$ cat config.mk
export PLATFORM = sky130hd
export DESIGN_NAME = obi_arbiter
export DESIGN_NICKNAME = d
export VERILOG_FILES = /design/src/rtl/obi_arbiter.sv
export SDC_FILE = /design/constraint.sdc
export NUM_CORES = 1
export LEC_CHECK = 0
export ABC_AREA = 1
export CORE_AREA = 2 2 112 114
export DETAILED_ROUTE_END_ITERATION = 8
export DIE_AREA = 0 0 114 116
export GPL_TIMING_DRIVEN = 0
export PLACE_DENSITY = 0.69
export SLEW_MARGIN = 20
export SYNTH_ARGS = -nofsm -noshare
export SYNTH_HDL_FRONTEND = slang
export SYNTH_SLANG_ARGS = --single-unit
$ cat constraint.sdc
create_clock -name clk_i -period 2.36 [get_ports clk_i]
set_input_delay 0.236 -clock clk_i [delete_from_list [all_inputs] [get_ports clk_i]]
set_output_delay 0.236 -clock clk_i [all_outputs]
set_load 0.01 [all_outputs]
$ cat src/rtl/obi_arbiter.sv
// Round-robin OBI arbiter: N_MST masters share one slave port.
// One outstanding transaction; response watchdog answers with an error.
module obi_arbiter #(
  parameter int N_MST       = 2,
  parameter int ADDR_W      = 32,
  parameter int DATA_W      = 32,
  parameter int TIMEOUT_CYC = 1024
) (
  input  logic                       clk_i,
  input  logic                       rst_i,
  input  logic [N_MST-1:0]           m_req_i,
  output logic [N_MST-1:0]           m_gnt_o,
  input  logic [N_MST*ADDR_W-1:0]    m_addr_i,
  input  logic [N_MST-1:0]           m_wr_en_i,
  input  logic [N_MST*DATA_W/8-1:0]  m_byte_en_i,
  input  logic [N_MST*DATA_W-1:0]    m_wdata_i,
  output logic [N_MST-1:0]           m_rvalid_o,
  output logic [N_MST-1:0]           m_err_o,
  output logic [DATA_W-1:0]          m_rdata_o,
  output logic                       s_req_o,
  input  logic                       s_gnt_i,
  output logic [ADDR_W-1:0]          s_addr_o,
  output logic                       s_wr_en_o,
  output logic [DATA_W/8-1:0]        s_byte_en_o,
  output logic [DATA_W-1:0]          s_wdata_o,
  input  logic                       s_rvalid_i,
  input  logic [DATA_W-1:0]          s_rdata_i,
  output logic                       busy_o,
  output logic [$clog2(N_MST)-1:0]   owner_o
);

  localparam int OW = $clog2(N_MST);
  localparam int BW = DATA_W / 8;
  localparam int TW = (TIMEOUT_CYC > 0) ? $clog2(TIMEOUT_CYC + 1) : 1;

  typedef enum logic [1:0] {
    IDLE,
    REQ,
    RESP,
    DRAIN
  } state_t;

  state_t          r_state;
  logic [OW-1:0]   r_owner;
  logic [OW-1:0]   r_rr;
  logic [TW-1:0]   r_timer;

  logic            w_found;
  logic [OW-1:0]   w_pick;
  logic [OW-1:0]   w_j;
  logic [OW-1:0]   w_next;
  logic            w_expire;
  logic            w_tmo;

  // Scan downward so the lowest offset from r_rr wins.
  always_comb begin
    w_found = 1'b0;
    w_pick  = '0;
    w_j     = '0;
    for (int i = N_MST - 1; i >= 0; i--) begin
      w_j = OW'((int'(r_rr) + i) % N_MST);
      if (m_req_i[w_j]) begin
        w_found = 1'b1;
        w_pick  = w_j;
      end
    end
  end

  assign w_next   = (r_owner == OW'(N_MST - 1)) ? '0 : r_owner + OW'(1);
  assign w_expire = (TIMEOUT_CYC > 0) &&
                    (r_timer == TW'(TIMEOUT_CYC - 1));
  assign w_tmo    = (r_state == RESP) && w_expire && !s_rvalid_i;

  assign s_req_o     = (r_state == REQ);
  assign busy_o      = (r_state != IDLE);
  assign owner_o     = r_owner;
  assign s_addr_o    = m_addr_i[int'(r_owner)*ADDR_W +: ADDR_W];
  assign s_wr_en_o   = m_wr_en_i[r_owner];
  assign s_byte_en_o = m_byte_en_i[int'(r_owner)*BW +: BW];
  assign s_wdata_o   = m_wdata_i[int'(r_owner)*DATA_W +: DATA_W];
  assign m_rdata_o   = w_tmo ? '0 : s_rdata_i;

  always_comb begin
    m_gnt_o    = '0;
    m_rvalid_o = '0;
    m_err_o    = '0;
    if (!rst_i) begin
      if (r_state == REQ)
        m_gnt_o[r_owner] = s_gnt_i;
      if (r_state == RESP) begin
        m_rvalid_o[r_owner] = s_rvalid_i | w_tmo;
        m_err_o[r_owner]    = w_tmo;
      end
    end
  end

  always_ff @(posedge clk_i) begin
    if (rst_i) begin
      r_state <= IDLE;
      r_owner <= '0;
      r_rr    <= '0;
      r_timer <= '0;
    end else begin
      unique case (r_state)
        IDLE: begin
          if (w_found) begin
            r_owner <= w_pick;
            r_state <= REQ;
          end
        end
        REQ: begin
          if (s_gnt_i) begin
            r_state <= RESP;
            r_timer <= '0;
          end else if (!m_req_i[r_owner]) begin
            r_state <= IDLE;
          end
        end
        RESP: begin
          if (s_rvalid_i || w_expire) begin
            r_rr    <= w_next;
            r_timer <= '0;
            r_state <= s_rvalid_i ? IDLE : DRAIN;
          end else begin
            r_timer <= r_timer + TW'(1);
          end
        end
        DRAIN: begin
          // Absorb a late slave response so it never reaches the next owner.
          if (s_rvalid_i || w_expire) begin
            r_timer <= '0;
            r_state <= IDLE;
          end else begin
            r_timer <= r_timer + TW'(1);
          end
        end
        default: r_state <= IDLE;
      endcase
    end
  end

endmodule

# Word-level counts from Yosys, hierarchy flattened
# Cells that the tools add are included.
# totals
regBits	15
input_bits	176
output_inout_bits	110
wordCells	72
# classes
add_sub_neg	3
n_lt_le_gt_ge	4
eq_ne	9
shift	3
muxes	32
bitwise	4
reduce_logical	13
# op_table
operator	count
64-bit by 7-bit indexed part select with 32-bit output	2
32-bit 2-to-1 mux	1
2-bit 2-to-1 mux	12
11-bit 2-to-1 mux	2
11-bit one-hot mux with 2 select lines	1
1-bit 2-to-1 mux	14
11-bit by 1-bit adder with 11-bit output (second input constant)	1
11-bit by 10-bit equality test with 1-bit output (second input constant)	1
2-bit one-hot mux with 4 select lines	1
8-bit by 4-bit indexed part select with 4-bit output	1
2-bit AND	3
1-bit by 2-bit < comparator with 1-bit output (second input constant)	3
2-bit AND reduction	3
2-bit equality test (second input constant)	2
2-bit by 1-bit != test with 1-bit output (second input constant)	2
2-bit != test (second input constant)	2
4-bit AND reduction	1
2-bit nonzero test	2
1-bit logical AND	3
3-bit != test (second input constant)	1
1-bit adder (second input constant)	2
2-bit by 1-bit equality test with 1-bit output (second input constant)	1
2-bit logical NOT	1
2-bit OR reduction	1
other kinds (5)	5

# Depth between registers and ports, before layout
# Gate-level depths: netlist of the first run.
# logic_depth
depth_word	7
depth_mapped	9
depth_no_buf	9

# Worst setup path before layout of the first run
# No wires, ideal clock.
# synth_path
kind	reg-to-output
startpoint	reg r_timer[0]
endpoint	out m_err_o[0]
t_arrival_ps	1400
required_time_ps	2124
slack_ps	724
stages_incl_launch_ff	9
n_path_buf	2
cell_sequence	dfxtp_1 ha_1 nand2_1 nor2_2 nand3_2 or2_1 buf_6 buf_12 nor2_4
# synth_via
elab_chain_cells	6
# synth_lines
item	line_no	text
from (decl)	46	logic [TW-1:0] r_timer;
from (signal assigned)	125	r_timer <= r_timer + TW'(1);
from (signal assigned)	134	r_timer <= r_timer + TW'(1);
11-bit by 10-bit equality test with 1-bit output	71	(r_timer == TW'(TIMEOUT_CYC - 1));
1-bit logical AND (2 in a row)	72	assign w_tmo = (r_state == RESP) && w_expire && !s_rvalid_i;
2-bit AND (no source line)	-	
2-bit 2-to-1 mux	90	if (r_state == RESP) begin
2-bit 2-to-1 mux	87	if (!rst_i) begin
to (decl)	18	output logic [N_MST-1:0] m_err_o,
# No other way between the ends.

# Final worst setup path of the first run
# layout_path
startpoint	reg r_timer[0]
endpoint	out m_rdata_o[31]
# layout_via
elab_chain_cells	4
# layout_lines
item	line_no	text
11-bit by 10-bit equality test with 1-bit output	71	
1-bit logical AND (2 in a row)	72	
32-bit 2-to-1 mux	81	assign m_rdata_o = w_tmo ? '0 : s_rdata_i;
to (decl)	19	output logic [DATA_W-1:0] m_rdata_o,
# No other way between the ends.

==> metrics.md, run 1 <==
| Metric | Value |
|---|---|
| Clk_lat worst skew | 0.25 ns |
| Req. time, crit path | 2.12 ns |
| Startpoint type of the worst setup path | flop |
| Worst slew margin relative to its limit | 0.606 |
| Starting density of the core | 0.169 |
| Number of instances in the synthesized netlist | 425 |
| Worst path max stage delay | 0.46 ns |
| First-pass GRT wire length | 16000 um |
| Hold Vio Cnt, Final | 0 |
| Total CTS buffers | 3 |
| Achievable clock frequency | 0.442 GHz |
| Area inside the core boundary | 11900 sq um |
| Cells traversed along the worst timing path | ha_2 > nand2_1 > nor2_4 > nand3_2 > or2_1 > buf_6 > nand2_1 > inv_1 > clkdlybuf4s50_1 |
| Largest net degree at the start of global routing | 12 |
| Worst-path clk slew | 0.05 ns |
| Top cells by area in the synthesized netlist | sky130_fd_sc_hd__nand2_1 50%, sky130_fd_sc_hd__dfxtp_1 15%, sky130_fd_sc_hd__inv_1 8.2% |
| Total of hold buffers inserted after clock tree synthesis | 0 |
| Cell with the most instances after synthesis | sky130_fd_sc_hd__nand2_1 |
| Vias per cell | 3.96 |
| Yosys warns | 0 |
| Critical path launch point | r_timer[0]$_SDFFE_PP0P_ |
| Number of synthesized flops with an enable pin | 0 |
| Source of the worst hold timing path | r_timer[3]$_SDFFE_PP0P_ |
| HPWL after detailed placement | 9850 um |
| Result of the run | finished, final reports clean |
| GRT Overall Usage | 0.154 |
| Number of register bits inferred by synthesis | 15 |
| DRC violations left | 0 |
| Proportion of register bits with asynchronous set or reset after synthesis | 0 |
| Critical path buffer and inverter count | 3 |
| R2r endpoint | r_timer[10]$_SDFFE_PP0P_ |
| Number of vias in the routed layout | 3416 |
| Proportion of synthesized chip area in sequential cells | 0.149 |
| Maximum fanout along the worst path | 7 |
| Post-Synth Adder-Cell Area | 0.00623 |
| Min Tclk post-route | 2.26 ns |
| Die Area | 13200 sq um |
| Area fraction in and, or, nand and nor cells after synthesis | 0.632 |
| Total clock sinks | 15 |
| Synthesized-area fraction occupied by ao, oa, aoi and oai cells | 0.0392 |
| Net count after synthesis | 602 |
| Max-cap violation count | 0 |
| Arrival time at the worst endpoint | 2.03 ns |
| Vias in the first global route | 3085 |
| Die Ht | 116 um |
| Synthesized area divided by synthesized cell count | 4.73 sq um |
| TritonCTS clock tree | built |
| Final-report setup violation count | 0 |
| Antenna diode instance count | 0 |
| I/O pin cnt | 286 |
| Worst setup path category | reg -> out |
| Final worst slack | 0.0989 ns |
| Most used cell along the critical path | sky130_fd_sc_hd__nand2_1 |
| Wire per inst | 13.0 um |
| Fraction of layout instances using a drive strength above 1 | 0.0643 |
| Capturing instance or port of the critical path | m_rdata_o[31] |
| Master of the slowest instance on the critical path | sky130_fd_sc_hd__clkdlybuf4s50_1 |
| Worst clock skew | 0.00501 ns |
| Class of the worst hold path | reg -> reg |
| Worst path top cell family by delay | buffers and inverters |
| Synthesized area | 2010 sq um |
| Count of nets after finishing | 893 |
| Post-synth top area cell | sky130_fd_sc_hd__nand2_1 |
| Least-Margin Pin Slew | 0.591 ns |
| Pins Over Slew Limit | 0 |
| Xor and xnor fraction of the mapped netlist area | 0.0131 |
| Area Overhead vs Synth | 155% |
| Final cell area excluding filler cells | 5120 sq um |
| Multiplexer area fraction after synthesis | 0.00498 |
| Clock tree root driver cell | sky130_fd_sc_hd__clkbuf_16 |
| Number of antenna violations at the first check in global routing | 0 |
| Fraction of synthesized cell area taken by the top area cell type | 0.504 |
| Length of the first detailed-routing pass in iterations | 4 |
| DP Area | 5050 sq um |
| Total power draw | 1.87 mW |
| Port Buf Inserts | 285 |
| Sort of element at the end of the critical path | output port |
| Max rail drop VDD | 0.199 mV |
| Power density of the placed cells | 365 nW/um^2 |
| DRT Wirelength | 11200 um |
| Register-to-register setup slack | 0.82 ns |
| Setup Slack @ Placement | -0.0733 ns |
| Std cell rows | 40 |
| Primary flip-flop cell chosen by synthesis mapping | sky130_fd_sc_hd__dfxtp_1 |
| Number of design-rule violations left by the first detailed-router iteration | 72 |
| Top cells by instance count after synthesis | 270 x sky130_fd_sc_hd__nand2_1, 44 x sky130_fd_sc_hd__inv_1, 23 x sky130_fd_sc_hd__nor2_1, 15 x sky130_fd_sc_hd__dfxtp_1, 13 x sky130_fd_sc_hd__clkbuf_1 |
| Beginning of the worst register-to-register path | r_state[1]$_SDFFE_PP0P_ |
| Gp weighted congestion | 0.788 |
| CP Depth | 9 |
| H-Tree Depth | 1 |
| Congestion Overflow GR | 0 |
| DIE WIDTH | 114 um |
| Combinational family with the most area after synthesis | simple AND/OR/NAND/NOR gates |
| Leakage power figure | 2.57 nW |
| Clock Path Buffers | 2 |
| Remaining antenna violation count | 0 |
| Reg2reg path depth | 8 |
| Final critical-path share of the clock period | 0.958 |
| Synth cell types | 26 |
-- logic make-up after synthesis --
| family | count (synthesis) |
|---|---|
| fa+ha+maj | 1 |
| buf+inv | 72 |
| flops | 15 |
| mux | 1 |
| xor+xnor | 3 |
| simple gates | 319 |
| compound gates | 14 |
-- how the worst min path moves through the flow --
stage	to	slack [ns]	cells past startpoint
final	r_timer[3]$_SDFFE_PP0P_	0.46	2
after floorplan	r_timer[4]$_SDFFE_PP0P_	0.31	1
after CTS	r_timer[3]$_SDFFE_PP0P_	0.47	2
after detailed placement	r_timer[3]$_SDFFE_PP0P_	0.46	2
after global placement	r_timer[3]$_SDFFE_PP0P_	0.45	2
after global routing	r_timer[3]$_SDFFE_PP0P_	0.49	2
-- flip-flops by register name, summed over array words and instances (netlist names) --
register and cells:
r_timer 11, r_rr 1, r_state 2, owner_o 1
-- routing by layer --
layer  track usage  part of all wire  up-vias
met1         0.169              0.38     1413
li1              -                 -     1821
met3        0.0377             0.087        9
met2         0.293              0.51      173
met5             0                 0        -
met4        0.0455             0.019        0
-- timing repair --
action / in CTS / in global routing
buffers inserted: 2 / 0
gates resized for setup: 35 / 14
pin swaps: 1 / 0
cloned: 0 / 0
endpoints found under the setup margin: 95 / 58
-- final cells by class --
class	instances	area, sq um
fill	1290	6790
timing repair buffer	287	2840
multi-input combinational	338	1410
sequential	15	304
inverter	53	199
tap	147	184
buffer	18	116
clock buffer	4	78.8
-- where the power goes --
| part | switching [mW] | leakage, nW | internal [mW] | total, mW |
|---|---|---|---|---|
| registers | 0.0195 | 0.123 | 0.273 | 0.293 |
| logic | 0.553 | 2.41 | 0.696 | 1.25 |
| clock network | 0.0998 | 0.0382 | 0.228 | 0.328 |
| total | 0.672 | 2.57 | 1.20 | 1.87 |
-- worst min-delay path: cells and delay by family, from the launching register on --
kind,cells,cell delay [ns]
AOI/OAI and AO/OA,1,0.05
DFF,1,0.31
and+or+nand+nor,1,0.06
-- stage by stage --
stage / instances / hold WS (ns) / utilization / TNS (ns)
2_1_floorplan: 425 / 0.305 / - / 0
3_3_place_gp: 857 / 0.451 / 0.424 / -0.0799
3_5_place_dp: 857 / 0.458 / 0.424 / -0.103
4_1_cts: 862 / 0.465 / 0.429 / 0
5_1_grt: 862 / 0.490 / 0.430 / -0.00208
6_report: 862 / 0.463 / 0.430 / 0
-- cells in the final DEF, fill, tap and decap left out, types with 3 or more instances in the layout --
master                              n
sky130_fd_sc_hd__buf_6              3
sky130_fd_sc_hd__xor2_1             3
sky130_fd_sc_hd__nor2_1            22
sky130_fd_sc_hd__clkbuf_1           7
sky130_fd_sc_hd__clkdlybuf4s50_1  253
sky130_fd_sc_hd__nand3_1            7
sky130_fd_sc_hd__dlygate4sd2_1     30
sky130_fd_sc_hd__clkbuf_16          3
sky130_fd_sc_hd__nand2_2            9
sky130_fd_sc_hd__inv_2             10
sky130_fd_sc_hd__inv_1             43
sky130_fd_sc_hd__dfxtp_2            3
sky130_fd_sc_hd__a21oi_1            6
sky130_fd_sc_hd__o21ai_0            4
sky130_fd_sc_hd__dfxtp_1           12
sky130_fd_sc_hd__nand2_1          270
sky130_fd_sc_hd__nor2_4             4
sky130_fd_sc_hd__clkbuf_2           6
(Power assumes the default switching activity.)
==> run 2, diff against run 1 <==
--- a/config.mk
+++ b/config.mk
@@ -10,7 +10,6 @@
 export DETAILED_ROUTE_END_ITERATION = 8
 export DIE_AREA = 0 0 114 116
 export GPL_TIMING_DRIVEN = 0
-export PLACE_DENSITY = 0.69
 export SLEW_MARGIN = 20
 export SYNTH_ARGS = -nofsm -noshare
 export SYNTH_HDL_FRONTEND = slang
==> run 2 against run 1 <==
Utilization about the same. Cell area about the same. Sequential share of layout area about the same. Critical path depth up 1. Clock-buffer cell count unchanged. Setup slack about the same. Largest cell class unchanged. Critical path type unchanged. Global-route usage up 2.1 points. Critical endpoint is now m_rdata_o[23]. Maximum frequency about the same.
==> metrics.md, run 2 (synthesis results as in run 1) <==
| Metric | Value |
|---|---|
| Worst hold path cell count | 2 (unchanged) |
| Area Overhead vs Synth | 155% (about the same) |
| GRT Overall Usage | 0.175 (+0.0214) |
| Class of the worst hold path | reg -> reg |
| Count of nets after finishing | 892 (-0.11%) |
| Sort of element at the end of the critical path | output port |
| Final cell area excluding filler cells | 5120 sq um (about the same) |
| Register with the highest flop count | r_timer |
| H-Tree Depth | 1 (unchanged) |
| Die Ht | 116 um (unchanged) |
| Final-layout worst hold slack | 0.468 ns (+0.00445 ns) |
| Hold Vio Cnt, Final | 0 (unchanged) |
| Setup Slack @ Placement | -0.00307 ns (+0.0702 ns) |
| Critical path launch point | r_timer[0]$_SDFFE_PP0P_ |
| Total clock sinks | 15 (unchanged) |
| Reg2reg path depth | 8 (unchanged) |
| HPWL after detailed placement | 11300 um (+15%) |
| Worst setup path category | reg -> out |
| Post-layout instance count excluding filler cells | 861 (-0.12%) |
| Std cell rows | 40 (unchanged) |
| Total of hold buffers inserted after clock tree synthesis | 0 (unchanged) |
| Starting density of the core | 0.169 (unchanged) |
| Total net switching power | 0.693 mW (+3.1%) |
| Length of the first detailed-routing pass in iterations | 4 (unchanged) |
| Top library cells by usage in the layout, fill and taps aside | 270 x sky130_fd_sc_hd__nand2_1, 250 x sky130_fd_sc_hd__clkdlybuf4s50_1, 43 x sky130_fd_sc_hd__inv_1, 28 x sky130_fd_sc_hd__dlygate4sd2_1, 23 x sky130_fd_sc_hd__nor2_1 |
| Port Buf Inserts | 285 (unchanged) |
| Registers with the highest flip-flop counts | r_timer x11, r_state x2 |
| Clock tree root driver cell | sky130_fd_sc_hd__clkbuf_16 |
| DP Area | 5050 sq um (unchanged) |
| Min Tclk post-route | 2.26 ns (+0.0000859 ns) |
| TritonCTS clock tree | built |
| First-pass GRT wire length | 17900 um (+12%) |
| Final core utilization | 0.430 (about the same) |
| Final-report setup violation count | 0 (unchanged) |
| Vias in the first global route | 3347 (+8.5%) |
| Switch share | 0.367 (+0.00747) |
| Beginning of the worst register-to-register path | r_state[1]$_SDFFE_PP0P_ |
| Total CTS buffers | 3 (unchanged) |
| Worst clock skew | 0.00117 ns (-0.00383 ns) |
| Worst slew margin relative to its limit | 0.585 (-0.0207) |
| Accumulated negative setup slack | 0 ns (unchanged) |
| Most common cell after layout, fill and taps aside | sky130_fd_sc_hd__nand2_1 |
| Power density of the placed cells | 369 nW/um^2 (+1.0%) |
| Least-Margin Pin Slew | 0.622 ns (+0.0311 ns) |
| Vias per cell | 4.08 (+2.8%) |
| DIE WIDTH | 114 um (unchanged) |
| Arrival time at the worst endpoint | 2.03 ns (about the same) |
| Cells traversed along the worst timing path | ha_2 > nand2_1 > nor2_4 > nand3_2 > or2_1 > buf_6 > buf_12 > nand2_2 > inv_2 > dlygate4sd2_1 |
| Internal | 1.20 mW (-0.20%) |
| Total instance count after detailed placement | 857 (unchanged) |
| Clk_lat worst skew | 0.25 ns (about the same) |
| Result of the run | finished, final reports clean |
| Req. time, crit path | 2.12 ns (about the same) |
| Largest net degree at the start of global routing | 12 (unchanged) |
| Final worst slack | 0.0988 ns (-0.0000859 ns) |
| Achievable clock frequency | 0.442 GHz (about the same) |
| Sequential power share | 0.156 (about the same) |
| Wire per inst | 14.7 um (+13%) |
| Number of design-rule violations left by the first detailed-router iteration | 89 (+24%) |
| DRT Wirelength | 12600 um (+13%) |
| Fraction of layout instances using a drive strength above 1 | 0.0574 (-0.00691) |
| Leakage power figure | 2.59 nW (+0.72%) |
| Area inside the core boundary | 11900 sq um (unchanged) |
| Maximum fanout along the worst path | 10 (+3) |
| Flip-flop count of the largest register, all copies and words added | 11 (unchanged) |
| Congestion Overflow GR | 0 (unchanged) |
| DRC violations left | 0 (unchanged) |
| Die Area | 13200 sq um (unchanged) |
| Max-cap violation count | 0 (unchanged) |
| RSZ-0062 raised after global routing | no |
| Master of the slowest instance on the critical path | sky130_fd_sc_hd__dfxtp_2 |
| Antenna diode instance count | 0 (unchanged) |
| Number of vias in the routed layout | 3509 (+2.7%) |
| Final critical-path share of the clock period | 0.958 (about the same) |
| Pins Over Slew Limit | 0 (unchanged) |
| Part of the power in the clock network | 0.178 (+0.002) |
| Source of the worst hold timing path | r_timer[3]$_SDFFE_PP0P_ |
| I/O pin cnt | 286 (unchanged) |
| Fraction of power consumed by combinational cells | 0.666 (-0.002) |
| Startpoint type of the worst setup path | flop |
| Number of antenna violations at the first check in global routing | 0 (unchanged) |
| Worst path max stage delay | 0.35 ns (-0.11 ns) |
| Remaining antenna violation count | 0 (unchanged) |
| Clock Path Buffers | 2 (unchanged) |
| Gp weighted congestion | 0.789 (+0.10%) |
| Worst-path clk slew | 0.05 ns (about the same) |
| Total power draw | 1.89 mW (+0.98%) |
| Max rail drop VDD | 0.222 mV (+12%) |
[run 2: cell types whose count changed in the layout (fill, tap and decap cells not counted), sizes merged]
cell and change:
buf -1, clkdlybuf4s15 +2, clkdlybuf4s50 -3, dlygate4sd2 -2, dlymetal6s2s +3
[run 2: routing by layer]
metal / global-route usage / share of wire
met3: 0.0518 / 0.098
met1: 0.184 / 0.35
met4: 0.0520 / 0.026
met5: 0 / 0
met2: 0.338 / 0.52
[run 2: critical path: cells and delay by family, from the launching register on]
kind | cells | cell delay (ns)
adder cells (fa/ha/maj) | 1 | 0.18
buffers and inverters | 4 | 0.60
flip-flops | 1 | 0.35
AND/OR/NAND/NOR | 5 | 0.65
[run 2: cell type report]
class	instances	area, sq um
Clock buffer	4	78.8
Fill cell	1246	6790
Multi-Input combinational cell	338	1410
Inverter	53	199
Sequential cell	15	304
Tap cell	147	184
Buffer	18	115
Timing Repair Buffer	286	2840
[run 2: timing repair]
item	in CTS	in global routing
setup endpoints to repair	96	48
resized for setup	36	11
setup buffers	1	0
pin swaps	1	1
[run 2: power by group through the flow]
| stage | Combinational (mW) | Clock, mW | Sequential (mW) |
|---|---|---|---|
| final | 1.26 | 0.337 | 0.294 |
| after global routing | 1.36 | 0.354 | 0.297 |
| after CTS | 1.28 | 0.342 | 0.293 |
| after detailed placement | 1.30 | 0 | 0.291 |
| after global placement | 1.29 | 0 | 0.289 |
| after floorplan | 0.457 | 0 | 0.288 |
[run 2: final timing paths]
| check | slack, ns | endpoint |
|---|---|---|
| worst max-delay path | 0.1 | m_rdata_o[23] |
| worst min-delay path | 0.47 | r_timer[3]$_SDFFE_PP0P_ |
| worst min register to register | 0.47 | r_timer[3]$_SDFFE_PP0P_ |
| worst max register to register | 0.77 | r_timer[10]$_SDFFE_PP0P_ |
